### config.mk
export PLATFORM = sky130hd
export DESIGN_NAME = branch_resolve_unit
export DESIGN_NICKNAME = d
export VERILOG_FILES = /design/src/rtl/branch_pkg.sv /design/src/rtl/branch_cond_eval.sv /design/src/rtl/branch_resolve_unit.sv
export SDC_FILE = /design/constraint.sdc
export NUM_CORES = 1
export LEC_CHECK = 0
export CORE_MARGIN = 2
export CORE_UTILIZATION = 35
export DETAILED_ROUTE_END_ITERATION = 10
export PLACE_DENSITY = 0.68
export SETUP_SLACK_MARGIN = 0.05
export SLEW_MARGIN = 15
export SYNTH_ARGS = -nofsm -noshare
export SYNTH_HDL_FRONTEND = slang
export SYNTH_SLANG_ARGS = --single-unit
export TNS_END_PERCENT = 20
### constraint.sdc
create_clock -name clk -period 5.2 [get_ports clk]
set_clock_uncertainty 0.1 [all_clocks]
set_input_delay 0.78 -clock clk [delete_from_list [all_inputs] [get_ports clk]]
set_output_delay 0.78 -clock clk [all_outputs]
set_load 0.01 [all_outputs]
### src/rtl/branch_pkg.sv
// ---------------------------------------------------------------------------
// branch_pkg
//
// Purpose:
//   Shared definitions for the branch resolution path:
//   - condition-code encodings (COND_BE .. COND_B)
//   - flag nibble bit positions (FLAG_S/Z/C/V), also used by ALU code
//   - the resolve-unit state enum
//   - a helper that evaluates a condition code against a flag nibble
//
// Ports:
//   none (package)
// ---------------------------------------------------------------------------
package branch_pkg;

    // Condition codes carried on br_cond. 101-111 are reserved, never taken.
    localparam logic [2:0] COND_BE  = 3'b000;
    localparam logic [2:0] COND_BLT = 3'b001;
    localparam logic [2:0] COND_BLE = 3'b010;
    localparam logic [2:0] COND_BNE = 3'b011;
    localparam logic [2:0] COND_B   = 3'b100;

    // Bit positions inside the S/Z/C/V flag nibble.
    localparam int FLAG_S = 3;
    localparam int FLAG_Z = 2;
    localparam int FLAG_C = 1;
    localparam int FLAG_V = 0;

    // Resolve-unit sequencing states.
    typedef enum logic [1:0] {
        IDLE   = 2'b00,
        REDIR  = 2'b01,
        SQUASH = 2'b10
    } state_t;

    // Predicate of one condition code against a flag nibble.
    // The carry flag does not take part in any of the current predicates.
    function automatic logic cond_taken(input logic [3:0] f, input logic [2:0] cond);
        logic lt;
        logic result;
        lt = f[FLAG_S] ^ f[FLAG_V];
        result = 1'b0;
        case (cond)
            COND_BE:  result = f[FLAG_Z];
            COND_BLT: result = lt;
            COND_BLE: result = f[FLAG_Z] | lt;
            COND_BNE: result = ~f[FLAG_Z];
            COND_B:   result = 1'b1;
            default:  result = 1'b0;
        endcase
        return result;
    endfunction

endpackage : branch_pkg

### src/rtl/branch_cond_eval.sv
// ---------------------------------------------------------------------------
// branch_cond_eval
//
// Purpose:
//   Purely combinational branch-condition evaluator. Given a flag nibble and a
//   condition code, reports whether the branch is taken. Shared between the
//   resolve unit and the decoder's static predictor.
//
// Ports:
//   eff_flags  in   4  flag nibble to test (S,Z,C,V in bits 3..0)
//   br_cond    in   3  condition code (see branch_pkg COND_*)
//   taken      out  1  branch condition is satisfied
// ---------------------------------------------------------------------------
module branch_cond_eval
    import branch_pkg::*;
(
    input  logic [3:0] eff_flags,
    input  logic [2:0] br_cond,
    output logic       taken
);

    // Carry is carried through the interface for completeness but no current
    // predicate looks at it.
    logic unused_carry;
    assign unused_carry = eff_flags[FLAG_C];

    assign taken = cond_taken(eff_flags, br_cond);

endmodule : branch_cond_eval

### src/rtl/branch_resolve_unit.sv
// ---------------------------------------------------------------------------
// branch_resolve_unit
//
// Purpose:
//   Consumer side of the ALU flag interface. Holds the architectural S/Z/C/V
//   flag register, resolves conditional branches against it (with same-cycle
//   bypass of a flag write), issues a registered PC redirect to fetch and
//   then squashes the wrong-path slots that follow a taken branch.
//
// Parameters:
//   WIDTH          PC / branch-target width
//   SQUASH_CYCLES  non-stalled cycles (>=1, redirect cycle included) during
//                  which flag writes and branches are ignored after a taken
//                  branch
//
// Ports:
//   clk             in   1      clock, rising edge
//   rst_n           in   1      asynchronous active-low reset
//   szcv_in         in   4      ALU flags (S,Z,C,V in bits 3..0)
//   flag_we         in   1      latch szcv_in this cycle
//   br_valid        in   1      branch instruction present this cycle
//   br_cond         in   3      condition code
//   br_target       in   WIDTH  branch target address
//   stall           in   1      pipeline stall, freezes all state
//   flush           in   1      external flush, highest priority after reset
//   flags           out  4      architectural flag register
//   redirect_valid  out  1      fetch must load redirect_pc
//   redirect_pc     out  WIDTH  redirect address
//   squash          out  1      kill the instruction in the slot
// ---------------------------------------------------------------------------
module branch_resolve_unit
    import branch_pkg::*;
#(
    parameter int WIDTH         = 16,
    parameter int SQUASH_CYCLES = 2
) (
    input  logic             clk,
    input  logic             rst_n,
    input  logic [3:0]       szcv_in,
    input  logic             flag_we,
    input  logic             br_valid,
    input  logic [2:0]       br_cond,
    input  logic [WIDTH-1:0] br_target,
    input  logic             stall,
    input  logic             flush,
    output logic [3:0]       flags,
    output logic             redirect_valid,
    output logic [WIDTH-1:0] redirect_pc,
    output logic             squash
);

    // Counter must hold SQUASH_CYCLES-1; keep at least one bit.
    localparam int CNT_W = (SQUASH_CYCLES > 1) ? $clog2(SQUASH_CYCLES + 1) : 1;

    state_t           state;
    state_t           state_next;
    logic [CNT_W-1:0] cnt;
    logic [CNT_W-1:0] cnt_next;
    logic [3:0]       eff_flags;
    logic             taken;
    logic             flag_load;
    logic             pc_load;

    // A flag write in the same cycle as a branch is visible to that branch.
    assign eff_flags = flag_we ? szcv_in : flags;

    branch_cond_eval u_cond_eval (
        .eff_flags (eff_flags),
        .br_cond   (br_cond),
        .taken     (taken)
    );

    // Only right-path instructions may update the flags: writes arriving
    // while a redirect/squash is in progress belong to wrong-path slots.
    assign flag_load = flag_we & ~stall & ~flush & (state == IDLE);

    // Next-state logic. Flush wins over everything, stall freezes the state,
    // otherwise IDLE resolves branches and REDIR/SQUASH count down the
    // wrong-path window.
    always_comb begin
        state_next = state;
        cnt_next   = cnt;
        pc_load    = 1'b0;
        if (flush) begin
            state_next = IDLE;
            cnt_next   = '0;
        end else if (!stall) begin
            case (state)
                IDLE: begin
                    if (br_valid && taken) begin
                        state_next = REDIR;
                        pc_load    = 1'b1;
                    end
                end
                REDIR: begin
                    if (SQUASH_CYCLES == 1) begin
                        state_next = IDLE;
                        cnt_next   = '0;
                    end else begin
                        state_next = SQUASH;
                        cnt_next   = CNT_W'(SQUASH_CYCLES - 1);
                    end
                end
                SQUASH: begin
                    if (cnt == CNT_W'(1)) begin
                        state_next = IDLE;
                        cnt_next   = '0;
                    end else begin
                        cnt_next = cnt - CNT_W'(1);
                    end
                end
                default: begin
                    state_next = IDLE;
                    cnt_next   = '0;
                end
            endcase
        end
    end

    // State and squash-window counter.
    always_ff @(posedge clk or negedge rst_n) begin
        if (!rst_n) begin
            state <= IDLE;
            cnt   <= '0;
        end else begin
            state <= state_next;
            cnt   <= cnt_next;
        end
    end

    // Architectural flag register; flush deliberately leaves it untouched.
    always_ff @(posedge clk or negedge rst_n) begin
        if (!rst_n) begin
            flags <= 4'b0000;
        end else if (flag_load) begin
            flags <= szcv_in;
        end
    end

    // Redirect target; keeps its last value while no redirect is presented.
    always_ff @(posedge clk or negedge rst_n) begin
        if (!rst_n) begin
            redirect_pc <= '0;
        end else if (pc_load) begin
            redirect_pc <= br_target;
        end
    end

    // Outputs are decoded straight from the registered state, so they change
    // only on a clock edge (or immediately on reset).
    assign redirect_valid = (state == REDIR);
    assign squash         = (state != IDLE);

endmodule : branch_resolve_unit
==> out/qor.yml, run 1 <==
setup_path:
  critPathArrivalTime_ns: 1.67
  r2r_start: "state[1]$_DFFE_PN0P_"
  slowest_delay_ns: 0.53
  start_kind: "flop"
  worstReg2RegEnd: "flags[3]$_DFFE_PN0P_"
  crit_path_end_kind: "output port"
  cpMostUsedCell: "inv_1"
  path_cells: "inv_1 -> ha_1 -> inv_1 -> clkdlybuf4s50_1"
  reg2reg_slack_ns: 3.21
  critPathMaxFanout: 5
  rr_worst_depth: 6
  critPathKind: "flop to output port"
  critPathRequiredTime_ns: 4.32
  cpMaxStageDelayCell: "clkdlybuf4s50_1"
clock_network:
  numCtsBuffers: 3
  clk_latency_ns: 0.32
  cts_tree: "yes"
  ctsHoldBuffers: 0
  root_buffer: "clkbuf_4"
  htreeDepth: 1
  postCtsResizedCells: 0
  clkTransAtPathRegs_ns: 0.14
  ctsLongestPathBuffers: 2
  cts_sinks: 24
  postCtsSetupRepairBufs: 0
routing:
  drt-total-wl_um: 2470
  postRouteAntennaNets: 0
  initialDrtViolationCount: 48
  dr.pass1.iters: 3
  wl_per_cell_um: 13.2
  viasPerCell: 4.66
  vias: 872
  drcViolationCount: 0
die:
  fp.dieArea_um2: 3840
  start_util_pct: 35.8
  die-width_um: 61.9
  boundaryPins: 51
  die-height_um: 61.9
  coreArea_um2: 3280
  fp-row-count: 21
global_routing:
  grt.total_usage_pct: 12.8
  grt_pass1_wl_um: 3540
  first_global_vias: 803
  globalRouteOverflowTotal: 0
  grt_max_degree: 25
  antenna_found_initial: 0
placement:
  dp_hpwl_um: 1860
  dp.cells: 183
  gp_congestion: 0.876
  postPlaceCellArea_um2: 1720
  io_buffers: 50
  dpl_worst_slack_ns: 2.38
power:
  clkPwrFrac_pct: 16.2
  ir_drop_mv: 0.197
  p_sw_share_pct: 28.3
  p_int_mw: 0.595
  totalPowerFinal_mw: 0.830
  p_switching_mw: 0.235
  p_leak_nw: 0.785
  power.density_nw_per_um2: 469
  p_seq_share_pct: 38.0
  pwr-share-comb_pct: 45.7
finish:
  syn2layout_area_growth_pct: 50.6
  nets: 176
  multi_input_area_um2: 544
  fin_cells: 187
  final_util_pct: 53.9
  regArea_um2: 601
  final_area_um2: 1770
  fillers: 302
  drive_gt1_share_pct: 19.1
  insertedDiodeCount: 0
synthesis:
  ys_seq_area_share_pct: 51.1
  syn-num-nets: 122
  synth_seq_cells: 24
  synthesis.area_um2: 1170
  syn_inst: 88
  synth_cell_types: 25
  syn_avg_cell_area_um2: 13.4
  yosys_warnings: 0
sta:
  setup_ws_ns: 2.65
  hold_ws_ns: 0.315
  fin_crit_ns: 2.55
  fin_crit_sh_pct: 49.1
  worst_pin_slew_ns: 0.534
  rsz0062_at_grt: "false"
  maxSlewViolCount: 0
  setup_viol: 0
  fin_setup_tns_ns: 0
  relSlewSlack_pct: 64.4
  finalHoldViolCount: 0
  max_freq_mhz: 392
flow_run:
  cap_violations: 0
outcome:
  status: "complete, no violations"
worst_hold_path:
  hp-class: "input pin to async pin"
## kinds of logic after synthesis
kind of cell | after synthesis | synth area share [%]
multiplexers | 22 | 24.1
AND/OR/NAND/NOR | 12 | 5.64
adder cells (fa/ha/maj) | 5 | 5.32
AO/OA/AOI/OAI | 16 | 9.05
buffers and inverters | 6 | 2.56
XOR/XNOR | 3 | 2.24
flip-flops | 24 | 51.1
## cell usage in the layout, fill, tap and decap left out, drive strengths merged
cell type	instances
a21o	1
a21oi	5
a32o	1
and2	1
buf	1
bufinv	1
clkbuf	3
clkdlybuf4s50	49
dfrtp	24
ha	5
inv	5
mux2	20
mux2i	2
nand2	4
nand3	1
nand4	1
nor2	2
nor2b	2
o2111ai	1
o211ai	2
o21ai	4
o21bai	1
o22ai	1
or3	1
xnor2	2
xor2	1
## worst max-delay path by stage
| stage | startpoint | to | slack, ns |
|---|---|---|---|
| after floorplan | flag_we | redirect_pc[0]$_DFFE_PN0P_ | 3.08 |
| after global placement | flag_we | redirect_pc[6]$_DFFE_PN0P_ | 2.47 |
| after detailed placement | flag_we | redirect_pc[5]$_DFFE_PN0P_ | 2.38 |
| after CTS | state[0]$_DFFE_PN0P_ | squash | 2.63 |
| after global routing | state[0]$_DFFE_PN0P_ | squash | 2.54 |
| final | state[0]$_DFFE_PN0P_ | squash | 2.65 |
## cell usage after synthesis
cell type  instances  share of area [%]
o211ai_1           2                1.3
a32o_1             1               0.85
or3_1              1               0.53
nand3_1            1               0.43
ha_1               5                5.3
dfrtp_1           24                 51
mux2i_1            2                1.7
xnor2_1            2                1.5
a21oi_1            5                2.1
o22ai_2            1                1.1
buf_6              1               0.96
and2_0             1               0.53
mux2_4            10                 13
o2111ai_1          1               0.75
nand4_1            1               0.53
nor2_1             2               0.64
xor2_1             1               0.75
nor2b_1            2                1.1
a21o_1             1               0.64
o21ai_0            4                1.7
o21bai_1           1               0.64
nand2_4            1               0.96
inv_1              5                1.6
mux2_2            10                9.6
nand2_1            3               0.96
## worst max-delay path: cells and delay by family (launching register included)
family                     cells  cell delay (ns)
adders and majority gates      1             0.24
DFF                            1             0.42
buffers and inverters          3             0.70
## routing by layer
layer  part of all wire [%]  GRT usage (%)  wire [um]
met2                     44           18.5       1090
met5                      0              0          0
met1                     47           17.8       1160
met4                    1.2           5.78         29
met3                    8.0           3.52        197
## registers in the layout, indices dropped and copies added, names as in the netlist
signal       flops
state            2
redirect_pc     16
flags            4
cnt              2
## layout make-up
class                   instances  area share (%)
flip-flops and latches         24            33.9
multi-input cells              58            30.8
well taps                      46            3.25
repair buffers                 50            28.0
inverters                       5            1.06
clock buffers                   3            1.27
clock inverters                 1            1.70
## power groups by stage
stage | logic (mW) | registers (mW) | clock network (mW)
floorplan | 0.142 | 0.348 | 0
global placement | 0.382 | 0.318 | 0
detailed placement | 0.385 | 0.317 | 0
CTS | 0.385 | 0.318 | 0.139
global route | 0.406 | 0.325 | 0.146
finish | 0.380 | 0.316 | 0.135
Note: power is estimated with default switching activity, not from simulation.
==> run 2, diff against run 1 <==
Settings changed: PLACE_DENSITY 0.68 to 0.71.
Clock period 5.2 ns to 2.2 ns, I/O delays scaled along.
==> run 2 against run 1 <==
Compared with the run above: register-to-register slack got worse by 2.9 ns; sequential cell count did not move; sequential power rose by 130%; critical endpoint is now redirect_valid; largest power group unchanged; highest routed layer unchanged.
==> out/qor.yml, run 2 (synthesis results as in run 1) <==
sta:
  worst_pin_slew_ns: 0.415  # was 0.534 ns
  setup_viol: 0  # unchanged
  fin_crit_sh_pct: 92.0
  rsz0062_at_grt: "false"  # unchanged
  finalHoldViolCount: 0  # unchanged
  relSlewSlack_pct: 72.0  # was 64.4%
  max_freq_mhz: 494
  setup_ws_ns: 0.176  # was 2.65 ns
  maxSlewViolCount: 0  # unchanged
  fin_crit_ns: 2.02
routing:
  wl_met2_um: 1120  # was 1090 um
  dr_wl_met3_um: 244  # was 197 um
  wl_per_cell_um: 12.9  # was 13.2 um
  viasPerCell: 4.61  # was 4.66
  dr.pass1.iters: 4  # was 3
  initialDrtViolationCount: 18  # was 48
  drt-total-wl_um: 2470  # unchanged
  drcViolationCount: 0  # unchanged
  highest_layer: "met4"  # unchanged
  postRouteAntennaNets: 0  # unchanged
  met1_length_um: 1100  # was 1160 um
  vias: 881  # was 872
finish:
  nets: 180  # was 176
  fillers: 297  # was 302
  syn2layout_area_growth_pct: 52.4  # was 50.6%
  layout_common_cells: "clkdlybuf4s50_1 (49), dfrtp_1 (24), mux2_4 (10), mux2_2 (10)"  # unchanged
  fin_cells: 191  # was 187
  insertedDiodeCount: 0  # unchanged
  regArea_um2: 601  # unchanged
  layout_commonest_cell: "clkdlybuf4s50_1"  # unchanged
  drive_gt1_share_pct: 20.7  # was 19.1%
  multi_input_area_um2: 544  # unchanged
  largest-register: "redirect_pc"  # unchanged
  largest_reg_flops: 16  # unchanged
  top_regs: "redirect_pc: 16 flops, flags: 4 flops"  # unchanged
worst_hold_path:
  hp-class: "input pin to async pin"  # unchanged
clock_network:
  clk_latency_ns: 0.31  # was 0.32 ns
  ctsHoldBuffers: 0  # unchanged
  clkTransAtPathRegs_ns: 0.13  # was 0.14 ns
  numCtsBuffers: 3  # unchanged
  htreeDepth: 1  # unchanged
  cts_sinks: 24  # unchanged
  root_buffer: "clkbuf_4"  # unchanged
  ctsLongestPathBuffers: 2  # unchanged
  postCtsResizedCells: 0  # unchanged
  postCtsSetupRepairBufs: 0  # unchanged
  cts_tree: "yes"  # unchanged
setup_path:
  worstReg2RegEnd: "redirect_pc[4]$_DFFE_PN0P_"  # was flags[3]$_DFFE_PN0P_
  rr_worst_depth: 7  # was 6
  critPathKind: "flop to output port"  # unchanged
  crit_path_end_kind: "output port"  # unchanged
  r2r_start: "state[0]$_DFFE_PN0P_"  # was state[1]$_DFFE_PN0P_
  critPathMaxFanout: 5  # unchanged
  reg2reg_slack_ns: 0.30  # was 3.21 ns
  critPathArrivalTime_ns: 1.59  # was 1.67 ns
  start_kind: "flop"  # unchanged
  critPathRequiredTime_ns: 1.77  # was 4.32 ns
power:
  ir_drop_mv: 0.596  # was 0.197 mV
  power.density_nw_per_um2: 1060  # was 469 nW/um2
  p_leak_nw: 0.812  # was 0.785 nW
global_routing:
  antenna_found_initial: 0  # unchanged
  first_global_vias: 879  # was 803
  globalRouteOverflowTotal: 0  # unchanged
  grt_max_degree: 25  # unchanged
  grt_pass1_wl_um: 3760  # was 3540 um
  grt.total_usage_pct: 13.5  # was 12.8%
die:
  fp.dieArea_um2: 3840  # unchanged
  die-width_um: 61.9  # unchanged
  die-height_um: 61.9  # unchanged
  boundaryPins: 51  # unchanged
  fp-row-count: 21  # unchanged
  coreArea_um2: 3280  # unchanged
  start_util_pct: 35.8  # unchanged
placement:
  dp_hpwl_um: 1920  # was 1860 um
  dpl_worst_slack_ns: -0.0756  # was 2.38 ns
  io_buffers: 50  # unchanged
  dp.cells: 187  # was 183
  gp_congestion: 0.697  # was 0.876
flow_run:
  cap_violations: 0  # unchanged
outcome:
  status: "complete, no violations"  # unchanged
## run 2: worst max-delay path, cell delays in order (launching register included)
cell,delay (ns)
dfrtp_1,0.40
inv_1,0.14
ha_1,0.21
clkdlybuf4s50_1,0.54
## run 2: per-layer routing
| layer | track usage, % | vias up |
|---|---|---|
| li1 | - | 425 |
| met1 | 17.1 | 419 |
| met2 | 20.8 | 35 |
| met3 | 5.18 | 2 |
| met4 | 5.47 | 0 |
| met5 | 0 | - |
## run 2: final cells by class
| cell class | instances | share of cell area, % |
|---|---|---|
| timing repair buffer | 54 | 29.8 |
| tap | 46 | 3.21 |
| clock buffer | 4 | 2.03 |
| inverter | 5 | 1.05 |
| sequential | 24 | 33.5 |
| multi-input combinational | 58 | 30.4 |
## run 2: metrics by stage
| stage | util (%) | cell area (um2) | total power [mW] | hold slack (ns) | TNS [ns] |
|---|---|---|---|---|---|
| detailed placement | 53.3 | 1750 | 1.68 | 0.395 | -0.576 |
| CTS | 54.4 | 1790 | 1.93 | 0.251 | 0 |
| global route | 54.5 | 1790 | 2.02 | 0.258 | 0 |
| finish | 54.5 | 1790 | 1.90 | 0.254 | 0 |
| global placement | 53.3 | 1750 | 1.66 | 0.388 | -0.153 |
| floorplan | - | 1170 | 1.16 | -0.0656 | 0 |
## run 2: worst max path at each step
stage                                 end  cells after the start                 start
3_5_place_dp   redirect_pc[4]$_DFFE_PN0P_                      6               flag_we
5_1_grt                    redirect_valid                      3  state[1]$_DFFE_PN0P_
2_1_floorplan        flags[0]$_DFFE_PN0P_                      6  state[1]$_DFFE_PN0P_
4_1_cts                            squash                      4  state[0]$_DFFE_PN0P_
6_report                   redirect_valid                      3  state[1]$_DFFE_PN0P_
3_3_place_gp   redirect_pc[6]$_DFFE_PN0P_                      6               flag_we
## run 2: power breakdown
part | switching, mW | internal [mW]
Combinational | 0.320 | 0.605
Sequential | 0.116 | 0.626
Clock | 0.130 | 0.101
==> run 3, diff against run 2 <==
Settings changed: CTS_CLUSTER_DIAMETER set to 30.
Clock period 2.2 ns to 1.75 ns, I/O delays scaled along.
==> run 3 against run 2 <==
Compared with the run above: the run now ends with negative setup slack left; clock power rose by 69%; total power increased by 36%; combinational power up 36%; sequential share of layout area shrank 1.9 points; first-iteration DRC count is 28% lower; critical path depth is 3 higher; worst hold slack got worse by 0.068 ns; critical endpoint is now state[1]$_DFFE_PN0P_; cell count increased by 3.7%; die area is the same; largest cell class is now multi-input combinational cells; sequential cell count did not move; global-route usage up 0.65 points; design area grew 6.1%.
==> out/qor.yml, run 3 (synthesis results as in run 1) <==
clock_network:
  ctsLongestPathBuffers: 2  # unchanged
  cts_tree: "yes"  # unchanged
  clk_latency_ns: 0.31  # about the same
  cts_sinks: 24  # unchanged
  root_buffer: "clkbuf_4"  # unchanged
  htreeDepth: 1  # unchanged
  numCtsBuffers: 3  # unchanged
  clkTransAtPathRegs_ns: 0.13  # about the same
  ctsHoldBuffers: 0  # unchanged
  postCtsSetupRepairBufs: 0  # unchanged
worst_hold_path:
  hp-class: "input pin to async pin"  # unchanged
finish:
  regArea_um2: 601  # unchanged
  multi_input_area_um2: 603  # was 544 um2
  top_regs: "redirect_pc: 16 flops, flags: 4 flops"  # unchanged
  nets: 187  # was 180
  fillers: 288  # was 297
  final_util_pct: 57.9  # was 54.5%
  syn2layout_area_growth_pct: 61.8  # was 52.4%
  largest_reg_flops: 16  # unchanged
  insertedDiodeCount: 0  # unchanged
  layout_common_cells: "clkdlybuf4s50_1 (44), dfrtp_1 (24), mux2_4 (14)"  # was clkdlybuf4s50_1 (49), dfrtp_1 (24), mux2_4 (10), mux2_2 (10)
  largest-register: "redirect_pc"  # unchanged
  drive_gt1_share_pct: 30.3  # was 20.7%
  layout_commonest_cell: "clkdlybuf4s50_1"  # unchanged
die:
  die-height_um: 61.9  # unchanged
  fp-row-count: 21  # unchanged
  coreArea_um2: 3280  # unchanged
  boundaryPins: 51  # unchanged
  start_util_pct: 35.8  # unchanged
  fp.dieArea_um2: 3840  # unchanged
  die-width_um: 61.9  # unchanged
routing:
  drcViolationCount: 0  # unchanged
  viasPerCell: 4.55  # was 4.61
  wl_per_cell_um: 12.5  # was 12.9 um
  initialDrtViolationCount: 13  # was 18
  postRouteAntennaNets: 0  # unchanged
  dr.pass1.iters: 4  # unchanged
  vias: 900  # was 881
  drt-total-wl_um: 2470  # about the same
global_routing:
  antenna_found_initial: 0  # unchanged
  globalRouteOverflowTotal: 0  # unchanged
  grt.total_usage_pct: 14.1  # was 13.5%
  grt_max_degree: 25  # unchanged
  first_global_vias: 961  # was 879
  grt_pass1_wl_um: 3950  # was 3760 um
setup_path:
  critPathKind: "flop to flop"  # was flop to output port
  worstReg2RegEnd: "state[1]$_DFFE_PN0P_"  # was redirect_pc[4]$_DFFE_PN0P_
  critPathArrivalTime_ns: 1.91  # was 1.59 ns
  r2r_start: "flags[2]$_DFFE_PN0P_"  # was state[0]$_DFFE_PN0P_
  rr_worst_depth: 6  # was 7
  critPathMaxFanout: 3  # was 5
  start_kind: "flop"  # unchanged
  reg2reg_slack_ns: -0.04  # was 0.30 ns
  critPathRequiredTime_ns: 1.88  # was 1.77 ns
  crit_path_end_kind: "flop"  # was output port
outcome:
  status: "complete, but fails checks"  # was complete, no violations
  violations: "negative setup slack"
placement:
  dp_hpwl_um: 1870  # was 1920 um
  gp_congestion: 0.730  # was 0.697
  io_buffers: 50  # unchanged
power:
  totalPowerFinal_mw: 2.59  # was 1.90 mW
  p_leak_nw: 0.872  # was 0.812 nW
  ir_drop_mv: 0.845  # was 0.596 mV
  power.density_nw_per_um2: 1360  # was 1060 nW/um2
sta:
  setup_viol: 3  # was 0
  max_freq_mhz: 560
  maxSlewViolCount: 0  # unchanged
  fin_crit_sh_pct: 102
  relSlewSlack_pct: 71.2  # was 72.0%
  setup_ws_ns: -0.0355  # was 0.176 ns
  fin_crit_ns: 1.79
  worst_pin_slew_ns: 0.428  # was 0.415 ns
  rsz0062_at_grt: "true"  # was false
  hold_ws_ns: 0.186  # was 0.254 ns
  finalHoldViolCount: 0  # unchanged
flow_run:
  cap_violations: 0  # unchanged
-- run 3: changes by cell type in the layout (fill, tap and decap cells not counted), moves of 2 or more --
| cell | delta |
|---|---|
| buf_4 | +5 |
| clkdlybuf4s50_1 | -5 |
| dlygate4sd2_1 | +5 |
| mux2_2 | -4 |
| mux2_4 | +4 |
| ha_1 | -2 |
| ha_2 | +2 |
| mux2i_1 | -2 |
| mux2i_2 | +2 |
-- run 3: how the worst max path moves through the flow --
stage                                     from                    endpoint  slack, ns  cells past startpoint
final                     flags[2]$_DFFE_PN0P_        state[1]$_DFFE_PN0P_      -0.04                      6
after global routing      flags[2]$_DFFE_PN0P_        state[1]$_DFFE_PN0P_      -0.13                      6
after floorplan           flags[2]$_DFFE_PN0P_  redirect_pc[0]$_DFFE_PN0P_       0.03                      6
after detailed placement               flag_we  redirect_pc[3]$_DFFE_PN0P_      -0.43                      6
after CTS                 flags[2]$_DFFE_PN0P_        state[1]$_DFFE_PN0P_      -0.06                      6
after global placement                 flag_we  redirect_pc[2]$_DFFE_PN0P_      -0.40                      6
-- run 3: final cells by class --
class	instances	area share, %
repair buffers	60	29.9
clock buffers	3	1.18
inverters	5	0.987
clock inverters	1	1.58
well taps	46	3.03
multi-input cells	59	31.7
flip-flops and latches	24	31.6
-- run 3: routing by layer --
metal  wire (um)  share of wire, %  vias to the layer above  GRT usage (%)
met2        1120                45                       36           21.8
met4          15              0.61                        0           6.38
met3         179               7.2                        2           3.52
met5           0                 0                        -              0
li1            -                 -                      441              -
met1        1150                47                      421           18.8
-- run 3: report_power, final --
part / switching [mW] / internal [mW] / leakage (nW)
clock: 0.159 / 0.231 / 0.0279
combinational: 0.433 / 0.826 / 0.551
sequential: 0.150 / 0.788 / 0.294
total: 0.742 / 1.85 / 0.872
-- run 3: stage by stage --
step / area (um2) / setup slack [ns] / cells / setup TNS [ns]
after floorplan: 1180 / 0.0282 / 88 / 0
after global placement: 1800 / -0.400 / 193 / -6.79
after detailed placement: 1800 / -0.428 / 193 / -7.51
after CTS: 1870 / -0.0552 / 198 / -0.398
after global routing: 1900 / -0.129 / 198 / -1.63
final: 1900 / -0.0355 / 198 / -0.0965
-- run 3: critical path: stages, from the launching register on --
cell and delay (ns):
dfrtp_1 0.43, mux2i_2 0.20, mux2i_2 0.30, o22ai_4 0.14
buf_6 0.14, or3_1 0.30, o211ai_1 0.10
-- run 3: what timing repair did --
item                       4_1_cts  5_1_grt
hold endpoints to repair         0        0
pin swaps                        2        4
setup endpoints to repair       24       24
gates resized for setup         14       11
cloned                           1        0
